==> src/rtl/wbrgbpwm_pkg.sv <==
// Shared register map, field positions and channel indexing for wbrgbpwm.
package wbrgbpwm_pkg;

  // Word offsets on the Wishbone bus
  localparam int unsigned REG_CTRL     = 0;
  localparam int unsigned REG_STATUS   = 1;
  localparam int unsigned REG_LED_BASE = 2;

  // CTRL fields
  localparam int unsigned CTRL_EN_BIT  = 0;
  localparam int unsigned CTRL_DIV_LSB = 8;
  localparam int unsigned CTRL_DIV_MSB = 15;

  // LED register fields; each colour field is 10 bits wide regardless of PWMBITS
  localparam int unsigned LED_FIELD_W = 10;
  localparam int unsigned LED_B_LSB   = 0;
  localparam int unsigned LED_G_LSB   = 10;
  localparam int unsigned LED_R_LSB   = 20;
  localparam int unsigned LED_IMM_BIT = 31;

  // Channel index within an LED; also its bit offset inside the LED's o_led triple
  typedef enum logic [1:0] {
    CH_B = 2'd0,
    CH_G = 2'd1,
    CH_R = 2'd2
  } ch_e;

  // Bit position of a channel's field in the LED register
  function automatic int unsigned ch_lsb(ch_e ch);
    case (ch)
      CH_R:    return LED_R_LSB;
      CH_G:    return LED_G_LSB;
      default: return LED_B_LSB;
    endcase
  endfunction

endpackage

==> src/rtl/wbrgbpwm_channel.sv <==
// One colour channel: target/current level, one-step-per-tick ramp, registered PWM compare.
module rgbpwm_channel #(
  parameter int PWMBITS = 9
) (
  input  logic               clk_i,
  input  logic               rst_ni,
  input  logic               wr_i,
  input  logic               imm_i,
  input  logic [PWMBITS-1:0] level_i,
  input  logic               tick_i,
  input  logic               en_i,
  input  logic [PWMBITS-1:0] cnt_i,
  output logic [PWMBITS-1:0] cur_o,
  output logic               ramping_o,
  output logic               ramping_d_o,
  output logic               pwm_o
);

  logic [PWMBITS-1:0] tgt_q, tgt_d;
  logic [PWMBITS-1:0] cur_q, cur_d;
  logic               pwm_q;

  // Next level: an immediate write overrides any tick; otherwise step once toward the (new) target
  always_comb begin
    tgt_d = wr_i ? level_i : tgt_q;
    cur_d = cur_q;
    if (wr_i && imm_i) begin
      cur_d = level_i;
    end else if (tick_i && (cur_q != tgt_d)) begin
      if (cur_q < tgt_d) cur_d = cur_q + PWMBITS'(1);
      else               cur_d = cur_q - PWMBITS'(1);
    end
  end

  // Level state and the registered PWM comparator
  always_ff @(posedge clk_i or negedge rst_ni) begin
    if (!rst_ni) begin
      tgt_q <= '0;
      cur_q <= '0;
      pwm_q <= 1'b0;
    end else begin
      tgt_q <= tgt_d;
      cur_q <= cur_d;
      pwm_q <= en_i && (cnt_i < cur_q);
    end
  end

  assign cur_o       = cur_q;
  assign ramping_o   = (cur_q != tgt_q);
  assign ramping_d_o = (cur_d != tgt_d);
  assign pwm_o       = pwm_q;

endmodule

==> src/rtl/wbrgbpwm.sv <==
// Wishbone slave driving NLEDS RGB LEDs with ramped PWM levels and a ramp-done interrupt.
module wbrgbpwm
  import wbrgbpwm_pkg::*;
#(
  parameter int         NLEDS       = 4,
  parameter int         PWMBITS     = 9,
  parameter int         AW          = 5,
  parameter logic [7:0] RAMPDIV_RST = 8'd0
) (
  input  logic               i_clk,
  input  logic               i_reset_n,
  input  logic               i_wb_cyc,
  input  logic               i_wb_stb,
  input  logic               i_wb_we,
  input  logic [AW-1:0]      i_wb_addr,
  input  logic [31:0]        i_wb_data,
  output logic               o_wb_ack,
  output logic               o_wb_stall,
  output logic [31:0]        o_wb_data,
  output logic [3*NLEDS-1:0] o_led,
  output logic               o_int
);

  localparam int NCH = 3 * NLEDS;

  logic               bus_req, bus_wr, ctrl_wr, tick;
  logic [31:0]        addr_ext;
  logic               en_q;
  logic [7:0]         div_q, presc_q, presc_d;
  logic [PWMBITS-1:0] cnt_q;
  logic               ack_q, int_q;
  logic [31:0]        rdata_q, rdata_d;
  logic [NLEDS-1:0]   led_wr, led_ramp, led_ramp_d;
  logic [NCH-1:0]     ch_ramp, ch_ramp_d, ch_pwm;
  logic [PWMBITS-1:0] ch_cur [NCH];
  logic [31:0]        led_word [NLEDS];
  logic               unused_bits;

  assign bus_req  = i_wb_cyc && i_wb_stb;
  assign bus_wr   = bus_req && i_wb_we;
  assign addr_ext = 32'(i_wb_addr);
  assign ctrl_wr  = bus_wr && (addr_ext == 32'(REG_CTRL));

  // Prescaler wraps after RAMPDIV+1 clocks; a CTRL write restarts it from zero
  assign tick    = (presc_q == div_q);
  assign presc_d = (ctrl_wr || tick) ? 8'd0 : presc_q + 8'd1;

  // Control register, ramp prescaler and the shared free-running PWM counter
  always_ff @(posedge i_clk or negedge i_reset_n) begin
    if (!i_reset_n) begin
      en_q    <= 1'b0;
      div_q   <= RAMPDIV_RST;
      presc_q <= 8'd0;
      cnt_q   <= '0;
    end else begin
      if (ctrl_wr) begin
        en_q  <= i_wb_data[CTRL_EN_BIT];
        div_q <= i_wb_data[CTRL_DIV_MSB:CTRL_DIV_LSB];
      end
      presc_q <= presc_d;
      cnt_q   <= cnt_q + PWMBITS'(1);
    end
  end

  genvar gi, gc;
  generate
    for (gi = 0; gi < NLEDS; gi++) begin : g_led
      logic [31:0] word;

      assign led_wr[gi]     = bus_wr && (addr_ext == 32'(REG_LED_BASE + gi));
      assign led_ramp[gi]   = |ch_ramp[3*gi +: 3];
      assign led_ramp_d[gi] = |ch_ramp_d[3*gi +: 3];

      for (gc = 0; gc < 3; gc++) begin : g_ch
        localparam int unsigned LSB = ch_lsb(ch_e'(gc));
        rgbpwm_channel #(
          .PWMBITS(PWMBITS)
        ) u_ch (
          .clk_i      (i_clk),
          .rst_ni     (i_reset_n),
          .wr_i       (led_wr[gi]),
          .imm_i      (i_wb_data[LED_IMM_BIT]),
          .level_i    (i_wb_data[LSB +: PWMBITS]),
          .tick_i     (tick),
          .en_i       (en_q),
          .cnt_i      (cnt_q),
          .cur_o      (ch_cur[3*gi+gc]),
          .ramping_o  (ch_ramp[3*gi+gc]),
          .ramping_d_o(ch_ramp_d[3*gi+gc]),
          .pwm_o      (ch_pwm[3*gi+gc])
        );
      end

      // Readback word: current levels in the write layout, top bit flags an active ramp
      always_comb begin
        word = '0;
        word[LED_IMM_BIT]              = led_ramp[gi];
        word[LED_R_LSB +: PWMBITS]     = ch_cur[3*gi+int'(CH_R)];
        word[LED_G_LSB +: PWMBITS]     = ch_cur[3*gi+int'(CH_G)];
        word[LED_B_LSB +: PWMBITS]     = ch_cur[3*gi+int'(CH_B)];
      end

      assign led_word[gi] = word;
    end
  endgenerate

  // Read mux decoded from the address presented in the strobe cycle
  always_comb begin
    rdata_d = '0;
    if (addr_ext == 32'(REG_CTRL)) begin
      rdata_d[CTRL_EN_BIT]               = en_q;
      rdata_d[CTRL_DIV_MSB:CTRL_DIV_LSB] = div_q;
    end else if (addr_ext == 32'(REG_STATUS)) begin
      rdata_d[NLEDS-1:0] = led_ramp;
    end else begin
      for (int k = 0; k < NLEDS; k++) begin
        if (addr_ext == 32'(REG_LED_BASE) + 32'(k)) rdata_d = led_word[k];
      end
    end
  end

  // Single-cycle ack, registered read data, and ramp-done pulse on any LED ramp bit falling
  always_ff @(posedge i_clk or negedge i_reset_n) begin
    if (!i_reset_n) begin
      ack_q   <= 1'b0;
      rdata_q <= '0;
      int_q   <= 1'b0;
    end else begin
      ack_q   <= bus_req;
      rdata_q <= rdata_d;
      int_q   <= |(led_ramp & ~led_ramp_d);
    end
  end

  assign o_wb_ack    = ack_q;
  assign o_wb_stall  = 1'b0;
  assign o_wb_data   = rdata_q;
  assign o_led       = ch_pwm;
  assign o_int       = int_q;
  assign unused_bits = ^i_wb_data;

endmodule

==> config.mk <==
export PLATFORM = sky130hd
export DESIGN_NAME = wbrgbpwm
export DESIGN_NICKNAME = d
export VERILOG_FILES = /design/src/rtl/wbrgbpwm_pkg.sv /design/src/rtl/wbrgbpwm_channel.sv /design/src/rtl/wbrgbpwm.sv
export SDC_FILE = /design/constraint.sdc
export NUM_CORES = 1
export LEC_CHECK = 0
export BUFFER_PORTS_ARGS = -buffer_cell sky130_fd_sc_hd__buf_2
export CORE_ASPECT_RATIO = 1.1
export CORE_MARGIN = 2
export CORE_UTILIZATION = 48
export CTS_CLUSTER_DIAMETER = 150
export CTS_CLUSTER_SIZE = 10
export DETAILED_ROUTE_END_ITERATION = 8
export PLACE_DENSITY = 0.64
export SETUP_SLACK_MARGIN = 0.02
export SKIP_LAST_GASP = 1
export SYNTH_ARGS = -nofsm -noshare
export SYNTH_HDL_FRONTEND = slang
export SYNTH_SLANG_ARGS = --single-unit
==> constraint.sdc <==
create_clock -name i_clk -period 5.8 [get_ports i_clk]
set_clock_uncertainty 0.1 [all_clocks]
set_input_delay 0 -clock i_clk [delete_from_list [all_inputs] [get_ports i_clk]]
set_output_delay 0 -clock i_clk [all_outputs]
set_load 0.02 [all_outputs]
* Yosys cells after proc, flatten, opt, wreduce, memory -nomap -nowiden *
Cells that the tools add are included.

word-level totals
  bits in registers = 288
  latch bits = 0
  memory bits (writable) = 0
  bits in read-only memories = 0
  input bits = 42
  output and inout port bits = 47
  word-level logic and storage cells = 242
  memories kept = 0

operators by class
  add/subtract/negate cells = 26
  multipliers = 0
  divide/modulo/power cells = 0
  magnitude comparators = 24
  equality and inequality tests = 42
  shift-type cells = 0
  mux-type cells = 59
  bitwise operators = 2
  reduce and logical (&&, ||, !) cells = 46

operators with widths
  operator               number
  $mux W9                48
  $ne A9 B9 Y1           36
  $lt A9 B9 Y1           24
  $mux W32               4
  $add A9 B1 Y9 const B  13
  $sub A9 B1 Y9 const B  12
  $logic_and A1 B1 Y1    35
  $logic_not A32 Y1      1
  $mux W28               1
  $reduce_or A3 Y1       8
  $mux W16               1
  $mux W8                2
  $eq A5 B2 Y1 const B   2
  $eq A5 B3 Y1 const B   2
  $add A8 B1 Y8 const B  1
  $eq A8 B8 Y1           1
  $mux W7                1
  $eq A5 B1 Y1 const B   1
  $and A4 B4 Y4          1
  $mux W4                1
  $not A4 Y4             1
  $reduce_or A4 Y1       1
  $logic_or A1 B1 Y1     1
  $mux W1                1

* Logic depth before layout (Yosys ltp) *
  depth in word-level cells = 13
  gate-level depth with buffers = 30

* By module *
Synthesis repeated with hierarchy kept, for this count alone.

unflattened totals
  cells, all modules = 2552
  area, all modules = 24242.0 µm²

by module, submodules not included
  module                                       times used  cells each  area an instance (µm²)  sequential area each (µm²)
  rgbpwm_channel at g_led[0].g_ch[2].u_ch ...  6           183         1737.9                  475.5
  rgbpwm_channel at g_led[0].g_ch[0].u_ch ...  2           196         1790.5                  475.5
  wbrgbpwm                                     1           290         3101.7                  1426.4
  rgbpwm_channel at g_led[3].g_ch[2].u_ch      1           195         1806.7                  475.5
  rgbpwm_channel at g_led[0].g_ch[1].u_ch      1           192         1798.0                  475.5
  rgbpwm_channel at g_led[3].g_ch[0].u_ch      1           193         1766.7                  475.5
  rgbpwm_channel at g_led[3].g_ch[1].u_ch      1           192         1760.4                  475.5

* Worst setup path before layout *
No wires, ideal clock.

  kind = in2reg
  start = input i_wb_addr[0]
  end = register int_q, in the netlist o_int
  arrival = 6.013 ns
  data required time = 5.636 ns
  setup slack = -0.377 ns
  stages = 27
  cell sequence = buf_2 and4_1 clkbuf_1 clkbuf_1 nand2_1 clkbuf_1 clkbuf_1 mux2i_1 ha_1 nand4_1 a2111oi_0 nor2_1 or2_1 buf_2 o221ai_2 ha_1 a21oi_1 a21boi_0 o311a_1 nor3_1 o22ai_1 a2111oi_0 xnor2_1 nor4bb_1 nand4_1 o41ai_1 a211o_1

between the ends
  word-level cells in the longest chain between the ends = 12
  elaborated cells between the ends (all ways) = 115
  those cells by class = order compare: 12; eq/ne: 28; mux: 48; bitwise: 2; reduce/logical: 25

ends and longest elaborated chain
  element                                         RTL line                                        source
  start, declared                                 wbrgbpwm.sv:15                                  input logic [AW-1:0] i_wb_addr,
  $eq A5 B3 Y1 *                                  wbrgbpwm.sv:70                                  assign led_wr[gi] = bus_wr && (addr_ext == 32'(REG_LED_BASE + gi));
  $logic_and A1 B1 Y1 *                           wbrgbpwm.sv:70
  $mux W9                                         wbrgbpwm_channel.sv:25                          tgt_d = wr_i ? level_i : tgt_q;
  $lt A9 B9 Y1 or $ne A9 B9 Y1 (tied branches)    wbrgbpwm_channel.sv:30, wbrgbpwm_channel.sv:29
  $mux W9 or $logic_and A1 B1 Y1 (tied branches)  wbrgbpwm_channel.sv:30, wbrgbpwm_channel.sv:29
  $mux W9                                         wbrgbpwm_channel.sv:29                          end else if (tick_i && (cur_q != tgt_d)) begin
  $mux W9 *                                       wbrgbpwm_channel.sv:27                          if (wr_i && imm_i) begin
  net g_led[3].g_ch[1].u_ch.cur_d[6]              wbrgbpwm_channel.sv:20                          logic [PWMBITS-1:0] cur_q, cur_d;
  $ne A9 B9 Y1 *                                  wbrgbpwm_channel.sv:50                          assign ramping_d_o = (cur_d != tgt_d);
  $reduce_or A3 Y1 *                              wbrgbpwm.sv:72                                  assign led_ramp_d[gi] = |ch_ramp_d[3*gi +: 3];
  $not A4 Y4 *                                    wbrgbpwm.sv:131                                 int_q <= |(led_ramp & ~led_ramp_d);
  $and A4 B4 Y4 *                                 wbrgbpwm.sv:131
  $reduce_or A4 Y1 *                              wbrgbpwm.sv:131
  end signal, assigned                            wbrgbpwm.sv:131
  end, declared                                   wbrgbpwm.sv:31                                  logic ack_q, int_q;

The timed path passes the listed nets; every way through them passes the cells marked *.
A chain may end at the register's enable or synchronous reset.

* Worst setup path after layout *
  start = input i_wb_data[1]
  end = register int_q, in the netlist o_int

between the ends
  word-level cells in the longest chain between the ends = 10
  elaborated cells between the ends (all ways) = 39
  those cells by class = order compare: 4; eq/ne: 8; mux: 16; bitwise: 2; reduce/logical: 9

ends and longest elaborated chain
  element                                         RTL line                                        source
  start, declared                                 wbrgbpwm.sv:16                                  input logic [31:0] i_wb_data,
  $mux W9 *                                       wbrgbpwm_channel.sv:25
  $lt A9 B9 Y1 or $ne A9 B9 Y1 (tied branches)    wbrgbpwm_channel.sv:30, wbrgbpwm_channel.sv:29
  $mux W9 or $logic_and A1 B1 Y1 (tied branches)  wbrgbpwm_channel.sv:30, wbrgbpwm_channel.sv:29
  $mux W9 *                                       wbrgbpwm_channel.sv:29
  $mux W9 *                                       wbrgbpwm_channel.sv:27
  net g_led[1].g_ch[0].u_ch.cur_d[6]              wbrgbpwm_channel.sv:20
  $ne A9 B9 Y1 *                                  wbrgbpwm_channel.sv:50
  $reduce_or A3 Y1 *                              wbrgbpwm.sv:72
  $not A4 Y4 *                                    wbrgbpwm.sv:131
  $and A4 B4 Y4 *                                 wbrgbpwm.sv:131
  $reduce_or A4 Y1 *                              wbrgbpwm.sv:131

Marked as above.

==> run_results.csv <==
group,metric,value,unit
status,outcome,"finished with violations",
status,violations,"negative hold slack",
floorplanning,num_rows,88,
sta,worst_slack,256,ps
placement,pre_cts_ws,-557,ps
worst_setup_path,worstPathMaxFanout,5,
yosys,synth_compound_area_share,19.8,%
floorplanning,start_util,48.6,%
yosys,synthXorXnorAreaFrac,9.37,%
worst_setup_path,r2r_start,"g_led[1].g_ch[0].u_ch.tgt_q[1]",
floorplanning,die_w,224,um
floorplanning,die_area,55100,sq um
sta,period_share,95.6,%
placement,globalplace.congestion,1.02,
sta,slew_headroom,3.01,%
worst_setup_path,cp-start-kind,"input pin",
yosys,yosys.area_share.simple,17.8,%
drt,vias,25556,
yosys,ys_seq_area_share,27.9,%
yosys,synth_top_area_share,27.9,%
cts,clkTransAtPathRegs,60,ps
hold_path,hold_path.class,"in2async",
yosys,synth-main-ff-cell,"dfrtp_1",
sta,max_freq,0.180,GHz
pwr,p_leak,14.5,nW
pwr,p_per_area,621,nW/um^2
floorplanning,core-area,52500,sq um
global_route,grt_overflow,0,
drt,firstDrtPassIters,6,
cts,cts_buffers,34,
yosys,async_flop_share,100,%
worst_setup_path,max_stage_delay,520,ps
yosys,synth-adder-area-share,15.0,%
sta,setup_viol,0,
yosys,muxShareOfSynthArea,4.11,%
placement,port_buffers,81,
sta,tightestPinTransition,1450,ps
floorplanning,die_h,246,um
sta,min_period,5540,ps
yosys,yosysMostFrequentCell,"ha_1",
yosys,yosys.cell_types.count,97,
cts,cts_tree,"built",
worst_setup_path,path_delay_family,"simple AND/OR/NAND/NOR gates",
pwr,irDropWorstVdd,419,uV
drt,ant_nets,0,
yosys,synth_top_family_by_area,"compound AO/OA/AOI/OAI gates",
sta,drv_slew,0,
drt,drc,0,
worst_setup_path,critPathSlowestCell,"dlygate4sd3_1",
pwr,p_switching,9.21,mW
worst_setup_path,reg2regPathDepth,24,
yosys,synthCells,2969,
global_route,grt_pass1_vias,24715,
worst_setup_path,crit_start,"i_wb_data[1]",
sta,hold-worst-slack,-45.1,ps
yosys,netlist_area,25500,sq um
yosys,synth_edf_count,0,
cells_and_area,drive_gt1_share,17.6,%
worst_setup_path,worstSetupPathType,"in2reg",
global_route,grt_pass1_wl,157,mm
worst_setup_path,cp-end-kind,"register",
worst_setup_path,cp.arrival,5950,ps
cells_and_area,areaGrowthSynthToFinish,18.8,%
run,maxCapViolCount,0,
yosys,synth.largest_area_cell,"dfrtp_1",
worst_setup_path,required,6200,ps
pwr,combPwrFrac,70.9,%
yosys,synth_common_cells,"ha_1 (286), dfrtp_1 (285), inv_1 (234)",
pwr,clockPowerShare,10.5,%
yosys,yosysWarnings,0,
yosys,yosys-top-cells-area,"dfrtp_1 (28%), ha_1 (14%), xnor2_1 (6.8%)",
cells_and_area,design_area,30300,sq um
drt,drtIter0Drc,2815,
pwr,swShare,48.9,%
cts,root_buffer,"clkbuf_16",
drt,viasPerCell,6.38,
placement,dp_hpwl,81.6,mm
worst_setup_path,reg2reg_slack,380,ps
cts,h-tree-depth,2,
global_route,grt_max_degree,95,
pwr,seqPwrFrac,18.6,%
global_route,grt_use_total,38.5,%
yosys,ys_ff_latch,285,
drt,wire_per_inst,26.8,um
cts,cts.sinks,285,
pwr,p_int,9.62,mW
cells_and_area,fin_util,57.8,%
floorplanning,ioPinCount,89,
worst_setup_path,cp_common_cell,"buf_4",
drt,wl,107,mm
yosys,synth.avg_cell_area,8.60,sq um
cells_and_area,stdcell_count,4003,
placement,placed_cell_area,28900,sq um
cts,cts_buffer_depth,3,
sta,fin_tns_setup,0,ps
placement,place_inst,3926,
cts,clkLatencyLatePin,570,ps
sta,finalHoldViolCount,18,
pwr,total_power,18.8,mW
cells_and_area,nets,3664,
global_route,antenna_found_initial,2,
worst_setup_path,rr_endpoint,"o_int",
worst_setup_path,worst-path-buf-inv,7,
## area by class of cell
cell class	instances	area [sq um]
fill	4743	22200
multi-input combinational	2307	17200
sequential	285	7130
timing repair buffer	462	3420
clock buffer	37	883
inverter	234	878
tap	675	845
clock inverter	2	16.3
antenna	1	2.50
## worst max-delay path by stage
stage             to  slack (ps)  cells after the start
6_report       o_int         260                     27
3_3_place_gp   o_int        -490                     26
4_1_cts        o_int          20                     28
5_1_grt        o_int         -10                     26
3_5_place_dp   o_int        -560                     26
2_1_floorplan  o_int          40                     27
## worst reg2reg max path, cell delays in order, from the launching register on
cell and delay, ps:
dfrtp_1 390, mux2i_1 110, ha_1 320, or4bb_1 520, a2111oi_2 360, nor2_1 100, or3_1 330, o211ai_2 100
inv_1 90, fa_1 400, nand2b_1 190, a21oi_1 230, o21ai_0 120, a21oi_1 210, buf_4 140, nor3_1 30
a221oi_1 240, buf_4 170, xnor2_1 90, nor3_1 210, nor3b_1 240, nand4_1 120, nor4_1 290, buf_4 190
a211o_1 90
## power by group through the flow
stage               Sequential (mW)  Combinational, mW  Clock, mW
finish                         3.51               13.3       1.98
CTS                            3.47               12.9       1.98
global route                   3.55               14.6       2.05
floorplan                      3.14               8.28          0
global placement               3.49               12.4          0
detailed placement             3.50               12.8          0
## per-layer routing
| metal | up-vias | GRT usage [%] | share of wire (%) | routed length [um] |
|---|---|---|---|---|
| met3 | 343 | 7.29 | 9.9 | 10600 |
| met4 | 2 | 23.8 | 7.0 | 7530 |
| met2 | 1388 | 58.7 | 43 | 46000 |
| met5 | - | 0 | 0.011 | 12 |
| met1 | 12388 | 50.6 | 40 | 43300 |
| li1 | 11435 | - | - | - |
## timing repair
| item | in CTS | in global routing |
|---|---|---|
| hold buffers | 33 | 0 |
| resized for setup | 2 | 57 |
| hold endpoints to repair | 235 | 0 |
| pin swaps | 0 | 12 |
| buffers inserted | 0 | 4 |
| endpoints found under the setup margin | 1 | 1 |
| cloned | 0 | 0 |
## cells in the final DEF, fill, tap and decap left out, types with 50 or more instances in the layout
cell and n:
nor2_1 196, ha_1 286, buf_2 80, nand2b_1 50, buf_4 342, xnor2_1 198
inv_1 232, nand4_1 51, nand3_1 86, dfrtp_1 283, mux2i_1 78, a21oi_1 186
o21ai_0 159, nand2_1 192, xor2_1 75
## flip-flops by register name, indices dropped and copies added, names as in the netlist
register and cells:
g_led.g_ch.u_ch.cur_o 108, g_led.g_ch.u_ch.tgt_q 108, o_wb_data 29, g_led.g_ch.u_ch.pwm_o 12, cnt_q 9, div_q 8
presc_q 8, en_q 1, o_int 1, o_wb_ack 1
## logic make-up (layout without fill, tap and decap cells)
group / Yosys count / in the layout
flip-flops: 285 / 285
AO/OA/AOI/OAI: 756 / 756
other: 1 / 5
XOR/XNOR: 273 / 273
buffers and inverters: 380 / 735
multiplexers: 102 / 102
adder cells (fa/ha/maj): 299 / 299
AND/OR/NAND/NOR: 873 / 873
Power figures use the tool's default switching activity.
